===== src/rtl/uart_pkg.sv =====
// Shared UART definitions: transmit sequencer state encoding, byte width and
// the system-wide baud / system clock defaults.
package uart_pkg;

    localparam int BYTE_W       = 8;
    localparam int SYS_CLK_HZ   = 100_000_000;
    localparam int BAUD_RATE    = 19_200;
    localparam int CLKS_PER_BIT = SYS_CLK_HZ / BAUD_RATE;

    typedef enum logic [1:0] {
        IDLE       = 2'd0,
        LOAD       = 2'd1,
        WAIT_START = 2'd2,
        WAIT_DONE  = 2'd3
    } tx_state_e;

endpackage


===== src/rtl/sync_fifo.sv =====
// Single-clock FIFO with count-derived full/empty and a sticky overflow flag.
// Storage has no reset; only pointers, count and flags are cleared by rst.
module sync_fifo #(
    parameter int WIDTH      = 8,
    parameter int DEPTH_LOG2 = 4
) (
    input  logic                  clk,
    input  logic                  rst,
    input  logic                  wr_en,
    input  logic [WIDTH-1:0]      wr_data,
    input  logic                  rd_en,
    output logic [WIDTH-1:0]      rd_data,
    output logic                  full,
    output logic                  empty,
    output logic [DEPTH_LOG2:0]   count,
    output logic                  overflow
);

    localparam int DEPTH = 1 << DEPTH_LOG2;
    localparam int CW    = DEPTH_LOG2 + 1;

    logic [WIDTH-1:0]      mem [DEPTH];
    logic [DEPTH_LOG2-1:0] wr_ptr_q, wr_ptr_d;
    logic [DEPTH_LOG2-1:0] rd_ptr_q, rd_ptr_d;
    logic [CW-1:0]         count_q, count_d;
    logic                  full_q, full_d;
    logic                  empty_q, empty_d;
    logic                  overflow_q, overflow_d;
    logic                  push_ok, pop_ok;

    // full is taken from registered state, so a pop never frees a slot for a
    // write in the same cycle.
    assign push_ok = wr_en && !full_q;
    assign pop_ok  = rd_en && !empty_q;

    always_comb begin
        wr_ptr_d   = wr_ptr_q;
        rd_ptr_d   = rd_ptr_q;
        count_d    = count_q;
        overflow_d = overflow_q | (wr_en & full_q);
        if (push_ok) wr_ptr_d = wr_ptr_q + 1'b1;
        if (pop_ok)  rd_ptr_d = rd_ptr_q + 1'b1;
        case ({push_ok, pop_ok})
            2'b10:   count_d = count_q + CW'(1);
            2'b01:   count_d = count_q - CW'(1);
            default: count_d = count_q;
        endcase
        full_d  = (count_d == CW'(DEPTH));
        empty_d = (count_d == '0);
    end

    always_ff @(posedge clk or posedge rst) begin
        if (rst) begin
            wr_ptr_q   <= '0;
            rd_ptr_q   <= '0;
            count_q    <= '0;
            full_q     <= 1'b0;
            empty_q    <= 1'b1;
            overflow_q <= 1'b0;
        end else begin
            wr_ptr_q   <= wr_ptr_d;
            rd_ptr_q   <= rd_ptr_d;
            count_q    <= count_d;
            full_q     <= full_d;
            empty_q    <= empty_d;
            overflow_q <= overflow_d;
        end
    end

    always_ff @(posedge clk) begin
        if (push_ok) mem[wr_ptr_q] <= wr_data;
    end

    assign rd_data  = mem[rd_ptr_q];
    assign full     = full_q;
    assign empty    = empty_q;
    assign count    = count_q;
    assign overflow = overflow_q;

endmodule


===== src/rtl/uart_tx_fifo.sv =====
// Byte queue plus transmit sequencer feeding a uart transmitter.
// Optional flow control: define UART_TX_FIFO_CTS_EN to add the cts_n input.
module uart_tx_fifo
    import uart_pkg::*;
#(
    parameter int DEPTH_LOG2    = 4,
    parameter int START_TIMEOUT = 15
) (
    input  logic                  clk,
    input  logic                  rst,
    input  logic                  wr_en,
    input  logic [BYTE_W-1:0]     wr_data,
    output logic                  full,
    output logic                  empty,
    output logic [DEPTH_LOG2:0]   count,
    output logic                  overflow,
    output logic                  transmit,
    output logic [BYTE_W-1:0]     tx_byte,
    input  logic                  is_transmitting,
`ifdef UART_TX_FIFO_CTS_EN
    input  logic                  cts_n,
`endif
    output logic                  busy
);

    localparam int TW = (START_TIMEOUT < 2) ? 1 : $clog2(START_TIMEOUT + 1);

    tx_state_e         state_q, state_d;
    logic [TW-1:0]     timer_q, timer_d;
    logic [BYTE_W-1:0] tx_byte_q, tx_byte_d;
    logic              transmit_q, transmit_d;
    logic [BYTE_W-1:0] rd_data;
    logic              pop;
    logic              fifo_empty;
    logic              cts_ok;

    sync_fifo #(
        .WIDTH      (BYTE_W),
        .DEPTH_LOG2 (DEPTH_LOG2)
    ) u_fifo (
        .clk      (clk),
        .rst      (rst),
        .wr_en    (wr_en),
        .wr_data  (wr_data),
        .rd_en    (pop),
        .rd_data  (rd_data),
        .full     (full),
        .empty    (fifo_empty),
        .count    (count),
        .overflow (overflow)
    );

`ifdef UART_TX_FIFO_CTS_EN
    logic [1:0] cts_sync_q, cts_sync_d;

    assign cts_sync_d = {cts_sync_q[0], cts_n};
    assign cts_ok     = !cts_sync_q[1];

    always_ff @(posedge clk or posedge rst) begin
        if (rst) cts_sync_q <= 2'b11;
        else     cts_sync_q <= cts_sync_d;
    end
`else
    assign cts_ok = 1'b1;
`endif

    // transmit is registered, so the pulse appears the cycle after LOAD.
    always_comb begin
        state_d    = state_q;
        timer_d    = timer_q;
        tx_byte_d  = tx_byte_q;
        transmit_d = 1'b0;
        pop        = 1'b0;
        case (state_q)
            IDLE: begin
                if (!fifo_empty && cts_ok) begin
                    pop       = 1'b1;
                    tx_byte_d = rd_data;
                    state_d   = LOAD;
                end
            end
            LOAD: begin
                transmit_d = 1'b1;
                timer_d    = '0;
                state_d    = WAIT_START;
            end
            WAIT_START: begin
                if (is_transmitting)                    state_d = WAIT_DONE;
                else if (timer_q == TW'(START_TIMEOUT)) state_d = LOAD;
                else                                    timer_d = timer_q + 1'b1;
            end
            WAIT_DONE: begin
                if (!is_transmitting) state_d = IDLE;
            end
            default: state_d = IDLE;
        endcase
    end

    always_ff @(posedge clk or posedge rst) begin
        if (rst) begin
            state_q    <= IDLE;
            timer_q    <= '0;
            tx_byte_q  <= '0;
            transmit_q <= 1'b0;
        end else begin
            state_q    <= state_d;
            timer_q    <= timer_d;
            tx_byte_q  <= tx_byte_d;
            transmit_q <= transmit_d;
        end
    end

    assign transmit = transmit_q;
    assign tx_byte  = tx_byte_q;
    assign empty    = fifo_empty;
    assign busy     = (state_q != IDLE);

endmodule

===== config.mk =====
export PLATFORM = sky130hd
export DESIGN_NAME = uart_tx_fifo
export DESIGN_NICKNAME = d
export VERILOG_FILES = /design/src/rtl/uart_pkg.sv /design/src/rtl/sync_fifo.sv /design/src/rtl/uart_tx_fifo.sv
export SDC_FILE = /design/constraint.sdc
export NUM_CORES = 1
export LEC_CHECK = 0
export CORE_MARGIN = 3
export CORE_UTILIZATION = 49
export CTS_CLUSTER_DIAMETER = 50
export CTS_CLUSTER_SIZE = 10
export DETAILED_ROUTE_END_ITERATION = 8
export PLACE_DENSITY = 0.69
export REMOVE_ABC_BUFFERS = 1
export SYNTH_ARGS = -nofsm -noshare
export SYNTH_HDL_FRONTEND = slang
export SYNTH_SLANG_ARGS = --single-unit

===== constraint.sdc =====
create_clock -name clk -period 3.1 [get_ports clk]
set_input_delay 0.465 -clock clk [delete_from_list [all_inputs] [get_ports clk]]
set_output_delay 0.465 -clock clk [all_outputs]
set_load 0.05 [all_outputs]

==> impl_metrics.csv, run 1 <==
group,metric,value,unit
run_status,outcome,"finished clean",
sta,fin_worst_skew,0.00628,ns
grt,grt_pass1_vias,3213,
power,power_frac_seq,0.394,
placement,portBuffers,29,
power,p_clk_frac,0.276,
yosys,ys_seq_area_frac,0.720,
drt,drt_iter0_drc,234,
drt,via_per_inst,5.44,
clocking,cts_buffer_depth,2,
sta,setup_viol,0,
power,leakagePower,2.59,nW
power,p_int,0.00505,W
clocking,numCtsBuffers,17,
clocking,cts_setup_buffers,0,
floorplan,initial_core_util,0.504,
floorplan,die_h,120,µm
layout,n_antenna_cell,0,
grt,grt-ovfl-total,0,
power,p_sw,0.00246,W
sta,tns,0,ns
critical_path,required,3.41,ns
yosys,synth_edf_count,128,
sta,rsz0062_at_grt,"no",
clocking,cts_resized,0,
min_path,hp-class,"in2async",
sta,drv_slew,0,
sta,tightest_slew,0.863,ns
clocking,hold_buffers,0,
placement,place_hpwl,7420,µm
clocking,cts_tree,"done",
yosys,syn_avg_cell_area,18.4,µm²
sta,fin_crit,2.71,ns
yosys,synth_cell_types,48,
critical_path,start_kind,"flop",
layout,fillers,979,
drt,firstDrtPassIters,4,
clocking,path_clk_slew,0.06,ns
drt,via_count,3121,
power,power_per_cell_area,999,nW/µm²
grt,grt_max_degree,36,
grt,grt_util_all_layers,0.172,
clocking,clk_latency,0.41,ns
grt,grt_pass1_wl,18300,µm
run,maxCapViolCount,0,
yosys,synth_ff_type,"edfxtp_1",
power,p_sw_frac,0.327,
layout,drive_gt1_frac,0.216,
floorplan,core,12700,µm²
layout,syn2layout_area_growth,17.2,%
grt,antenna_found_initial,0,
clocking,htree_levels,4,
sta,hold_violations,0,
sta,slew-limit-headroom,0.425,
critical_path,cp_max_fo,16,
drt,wl_per_cell,19.8,µm
yosys,netlist_area,6410,µm²
drt,ant_nets,0,
power,pwr-share-comb,0.331,
yosys,ys_warn_count,0,
critical_path,path_class,"reg2reg",
floorplan,die_w,120,µm
sta,whs,0.432,ns
floorplan,die_area,14500,µm²
layout,register_area,4620,µm²
critical_path,arrival,3.02,ns
yosys,async_reset_ff_frac,0.195,
placement,gp_congestion,0.793,
clocking,root_buffer,"clkbuf_16",
sta,fmax,0.369,GHz
layout,fin_nets,409,
yosys,ys_seq_elements,159,
drt,drc,0,
layout,multiInputGateArea,1710,µm²
clocking,cts.sinks,159,
floorplan,num_io_pins,30,
drt,drt-total-wl,11400,µm
critical_path,end_kind,"flop",
yosys,syn-instance-count,348,
sta,post-route-period-util,0.874,
power,ir_drop,0.441,mV
floorplan,core.rowCount,41,
-- area by class of cell --
| type | instances | area share |
|---|---|---|
| flip-flops and latches | 159 | 0.615 |
| multi-input cells | 169 | 0.227 |
| clock buffers | 17 | 0.0566 |
| repair buffers | 35 | 0.0463 |
| well taps | 172 | 0.0286 |
| clock inverters | 15 | 0.0225 |
| inverters | 7 | 0.00416 |
-- cells in the final DEF (no fill, tap or decap), types with 2 or more instances in the layout --
cell               n
a21oi_1            7
and2_1            16
buf_4              5
bufinv_16          3
clkbuf_16         17
clkdlybuf4s50_1   29
clkinv_1           3
clkinv_2           2
clkinv_4           4
clkinvlp_4         3
dfrtp_1           29
edfxtp_1         128
ha_1               8
inv_1              5
mux4_2            40
nand2_1           39
nand3_1            3
nand4_1            3
nor2_1             6
nor2b_1            3
nor3_1             2
o21a_1             2
o21ai_0            4
o21bai_1           2
or2_2              2
xnor2_1            8
-- worst max-delay path, cell delays in order, from the launching register on --
cell and delay, ns:
dfrtp_1 0.44, or3_4 0.51, clkinv_4 0.15, nand2_2 0.10, xnor2_1 0.14, ha_1 0.24, o21a_1 0.19, nor2_1 0.08
o21bai_1 0.08, o21a_1 0.18, o211ai_2 0.20, nor4bb_1 0.28
-- power by group through the flow --
| stage | logic, W | clock network, W | registers [W] |
|---|---|---|---|
| after global routing | 0.00269 | 0.00218 | 0.00300 |
| after floorplan | 0.00131 | 0 | 0.00342 |
| after CTS | 0.00252 | 0.00209 | 0.00296 |
| after detailed placement | 0.00251 | 0 | 0.00300 |
| after global placement | 0.00247 | 0 | 0.00298 |
| final | 0.00248 | 0.00207 | 0.00296 |
-- layer usage --
metal,up-vias,GRT usage,share of wire
li1,1445,-,-
met1,1608,0.250,0.47
met2,61,0.257,0.49
met3,7,0.0472,0.037
met4,0,0.0574,0.0098
met5,-,0,0
-- registers in the layout (all words and copies together), names as in the netlist --
name             flops
u_fifo.mem         128
tx_byte              8
u_fifo.count         5
timer_q              4
u_fifo.rd_ptr_q      4
u_fifo.wr_ptr_q      4
state_q              2
transmit             1
u_fifo.empty         1
u_fifo.full          1
u_fifo.overflow      1
-- final timing paths --
kind / start / endpoint / depth (start not counted) / slack, ns
worst min-delay path: rst / tx_byte[1]$_DFFE_PP0P_ / 3 / 0.43
worst max-delay path: state_q[0]$_DFFE_PP0P_ / u_fifo.full$_DFF_PP0_ / 11 / 0.39
max in group asynchronous: rst / u_fifo.empty$_DFF_PP1_ / 3 / 2.34
min in group clk: u_fifo.overflow$_DFF_PP0_ / u_fifo.overflow$_DFF_PP0_ / 1 / 0.46
worst max register to register: state_q[0]$_DFFE_PP0P_ / u_fifo.full$_DFF_PP0_ / 11 / 0.39
worst min register to register: u_fifo.overflow$_DFF_PP0_ / u_fifo.overflow$_DFF_PP0_ / 1 / 0.46
-- cells in the mapped netlist (all sizes together) (2+ instances only) --
cell	count	area (µm²)
nor3	2	10.0
o21ai	5	25.0
nand2	40	153
nand3	3	15.0
xor2	2	25.0
o21bai	2	15.0
or2	2	12.5
edfxtp	128	3840
clkbuf	4	15.0
mux4	40	901
ha	8	100
buf	9	38.8
dfrtp	30	751
nor2b	3	18.8
a21boi	2	15.0
nor2	6	22.5
xnor2	8	70.1
o21a	2	15.0
inv	6	22.5
o211ai	2	20.0
and2	16	100
a21oi	7	35.0
nand4	3	18.8
-- per-stage QoR --
stage | area, µm² | cells | util | setup slack (ns) | power, W
2_1_floorplan | 6360 | 335 | - | 0.337 | 0.00473
3_3_place_gp | 6920 | 542 | 0.544 | 0.380 | 0.00545
3_5_place_dp | 6920 | 542 | 0.544 | 0.274 | 0.00550
4_1_cts | 7520 | 574 | 0.591 | 0.391 | 0.00757
5_1_grt | 7520 | 574 | 0.591 | 0.208 | 0.00787
6_report | 7520 | 574 | 0.591 | 0.391 | 0.00751
-- kinds of logic after synthesis --
group                    share of synthesized area
adder cells (fa/ha/maj)                     0.0156
flip-flops                                   0.720
AND/OR/NAND/NOR                             0.0646
multiplexers                                 0.142
XOR/XNOR                                    0.0148
AO/OA/AOI/OAI                               0.0291
buffers and inverters                       0.0133
Note: power is estimated with default switching activity, not from simulation.
==> run 2, diff against run 1 <==
Settings changed: HOLD_SLACK_MARGIN from default to 0.12.
==> results of run 2 <==
The final DEF is identical to that of run 1; final timing and power are the same.
==> run 3, diff against run 2 <==
Settings changed: CORE_MARGIN 3 to 2.
==> impl_metrics.csv, run 3 (synthesis gave the netlist of run 1 again) <==
group,metric,value,unit
floorplan,initial_core_util,0.504,
sta,rsz0062_at_grt,"no",
clocking,htree_levels,4,
drt,ant_nets,0,
power,leakagePower,2.57,nW
power,pwr-share-comb,0.332,
clocking,cts_setup_buffers,0,
sta,fin_crit,2.81,ns
drt,drt-total-wl,11900,µm
layout,n_antenna_cell,0,
grt,busiest_layer,"met2",
sta,whs,0.458,ns
power,power_per_cell_area,987,nW/µm²
grt,antenna_found_initial,0,
critical_path,cp_max_fo,16,
critical_path,path_class,"reg2reg",
sta,drv_slew,0,
clocking,cts.sinks,159,
power,p_sw_frac,0.336,
layout,largest_register_ffs,128,
drt,drc,0,
critical_path,cpMostUsedCell,"o21a_1",
power,ir_drop,0.538,mV
clocking,root_buffer,"clkbuf_16",
sta,slew-limit-headroom,0.434,
floorplan,die_area,14000,µm²
sta,fmax,0.356,GHz
clocking,cts_tree,"done",
clocking,numCtsBuffers,17,
clocking,path_clk_slew,0.06,ns
layout,final_common_cell,"edfxtp_1",
layout,fin_nets,411,
floorplan,num_io_pins,30,
sta,setup_viol,0,
run,maxCapViolCount,0,
layout,syn2layout_area_growth,16.6,%
layout,layout_common_cells,"edfxtp_1, mux4_2, nand2_1",
critical_path,end_kind,"flop",
drt,firstDrtPassIters,4,
placement,portBuffers,29,
grt,grt-ovfl-total,0,
critical_path,arrival,3.11,ns
critical_path,crit_chain,"or3_4 > clkinv_4 > nand2_2 > xnor2_1 > ha_1 > o21a_1 > nor2_1 > o21bai_1 > o21a_1 > o211ai_2 > nor4bb_1",
sta,fin_worst_skew,0.00692,ns
sta,tns,0,ns
grt,use_met1,0.240,
drt,via_count,3232,
placement,gp_congestion,0.775,
layout,drive_gt1_frac,0.223,
sta,post-route-period-util,0.905,
drt,drt_iter0_drc,267,
grt,grt_pass1_wl,18700,µm
floorplan,core.rowCount,41,
clocking,hold_buffers,0,
critical_path,max_stage_delay,0.51,ns
floorplan,core,12700,µm²
power,p_sw,0.00248,W
power,p_int,0.00490,W
grt,grtUsageMet3,0.0420,
clocking,cts_buffer_depth,2,
layout,fin_util,0.588,
critical_path,crit_path_top_delay_cell,"or3_4",
placement,place_hpwl,7760,µm
critical_path,start_kind,"flop",
sta,tightest_slew,0.849,ns
power,power_frac_seq,0.407,
critical_path,required,3.41,ns
power,p_clk_frac,0.261,
clocking,cts_resized,0,
min_path,hp-class,"reg2reg",
grt,met2_usage,0.296,
grt,grt_pass1_vias,3313,
power,finalPower,0.00738,W
drt,via_per_inst,5.61,
grt,grt_max_degree,24,
layout,regMostFlops,"u_fifo.mem",
clocking,clk_latency,0.42,ns
sta,hold_violations,0,
floorplan,die_h,118,µm
grt,grt_util_all_layers,0.184,
drt,wl_per_cell,20.6,µm
floorplan,die_w,118,µm
run_status,outcome,"finished clean",
-- run 3: cell count changes in the layout (fill, tap and decap cells not counted) --
cell        before  now
clkinv_1         3    0
clkinv_2         2    3
buf_12           1    0
buf_4            5    8
clkinvlp_4       3    5
bufinv_16        3    1
clkbuf_1         0    2
-- run 3: metal layers --
layer / part of all wire / up-vias / routed length (µm)
li1: - / 1449 / -
met1: 0.45 / 1680 / 5360
met4: 0.024 / 0 / 289
met3: 0.028 / 26 / 337
met2: 0.50 / 77 / 5890
met5: 0 / - / 0
-- run 3: worst max-delay path, delay by kind of cell (launching register included) --
kind,cells,cell delay (ns)
buffers and inverters,1,0.15
and+or+nand+nor,4,1.04
xor gates and xnor gates,1,0.14
DFF,1,0.45
adders and majority gates,1,0.24
AOI/OAI and AO/OA,4,0.66
-- run 3: path summary, 6_finish.rpt --
path                                              to  cells after the start  slack (ns)                      start
min in group asynchronous     tx_byte[4]$_DFFE_PP0P_                      2        0.51                        rst
max reg2reg                    u_fifo.full$_DFF_PP0_                     11        0.29     state_q[0]$_DFFE_PP0P_
max                            u_fifo.full$_DFF_PP0_                     11        0.29     state_q[0]$_DFFE_PP0P_
min                        u_fifo.overflow$_DFF_PP0_                      1        0.46  u_fifo.overflow$_DFF_PP0_
min reg2reg                u_fifo.overflow$_DFF_PP0_                      1        0.46  u_fifo.overflow$_DFF_PP0_
max in group asynchronous     u_fifo.empty$_DFF_PP1_                      3        1.86                        rst
-- run 3: through the flow --
stage               cell area, µm²  std cells  setup WS (ns)
floorplan                     6360        335          0.337
global placement              6930        544          0.381
detailed placement            6930        544          0.216
CTS                           7480        576          0.342
global route                  7480        576          0.157
finish                        7480        576          0.294
-- run 3: power groups by stage --
stage	combinational [W]	clock, W	sequential [W]
global placement	0.00242	0	0.00303
global route	0.00264	0.00204	0.00305
detailed placement	0.00247	0	0.00305
CTS	0.00248	0.00196	0.00301
finish	0.00245	0.00192	0.00300
floorplan	0.00131	0	0.00342
-- run 3: final cells by class --
class	count	area [µm²]
fill	1006	5250
inverter	7	31.3
clock buffer	19	433
timing repair buffer	37	350
tap	172	215
clock inverter	13	118
sequential	159	4620
multi-input combinational	169	1710
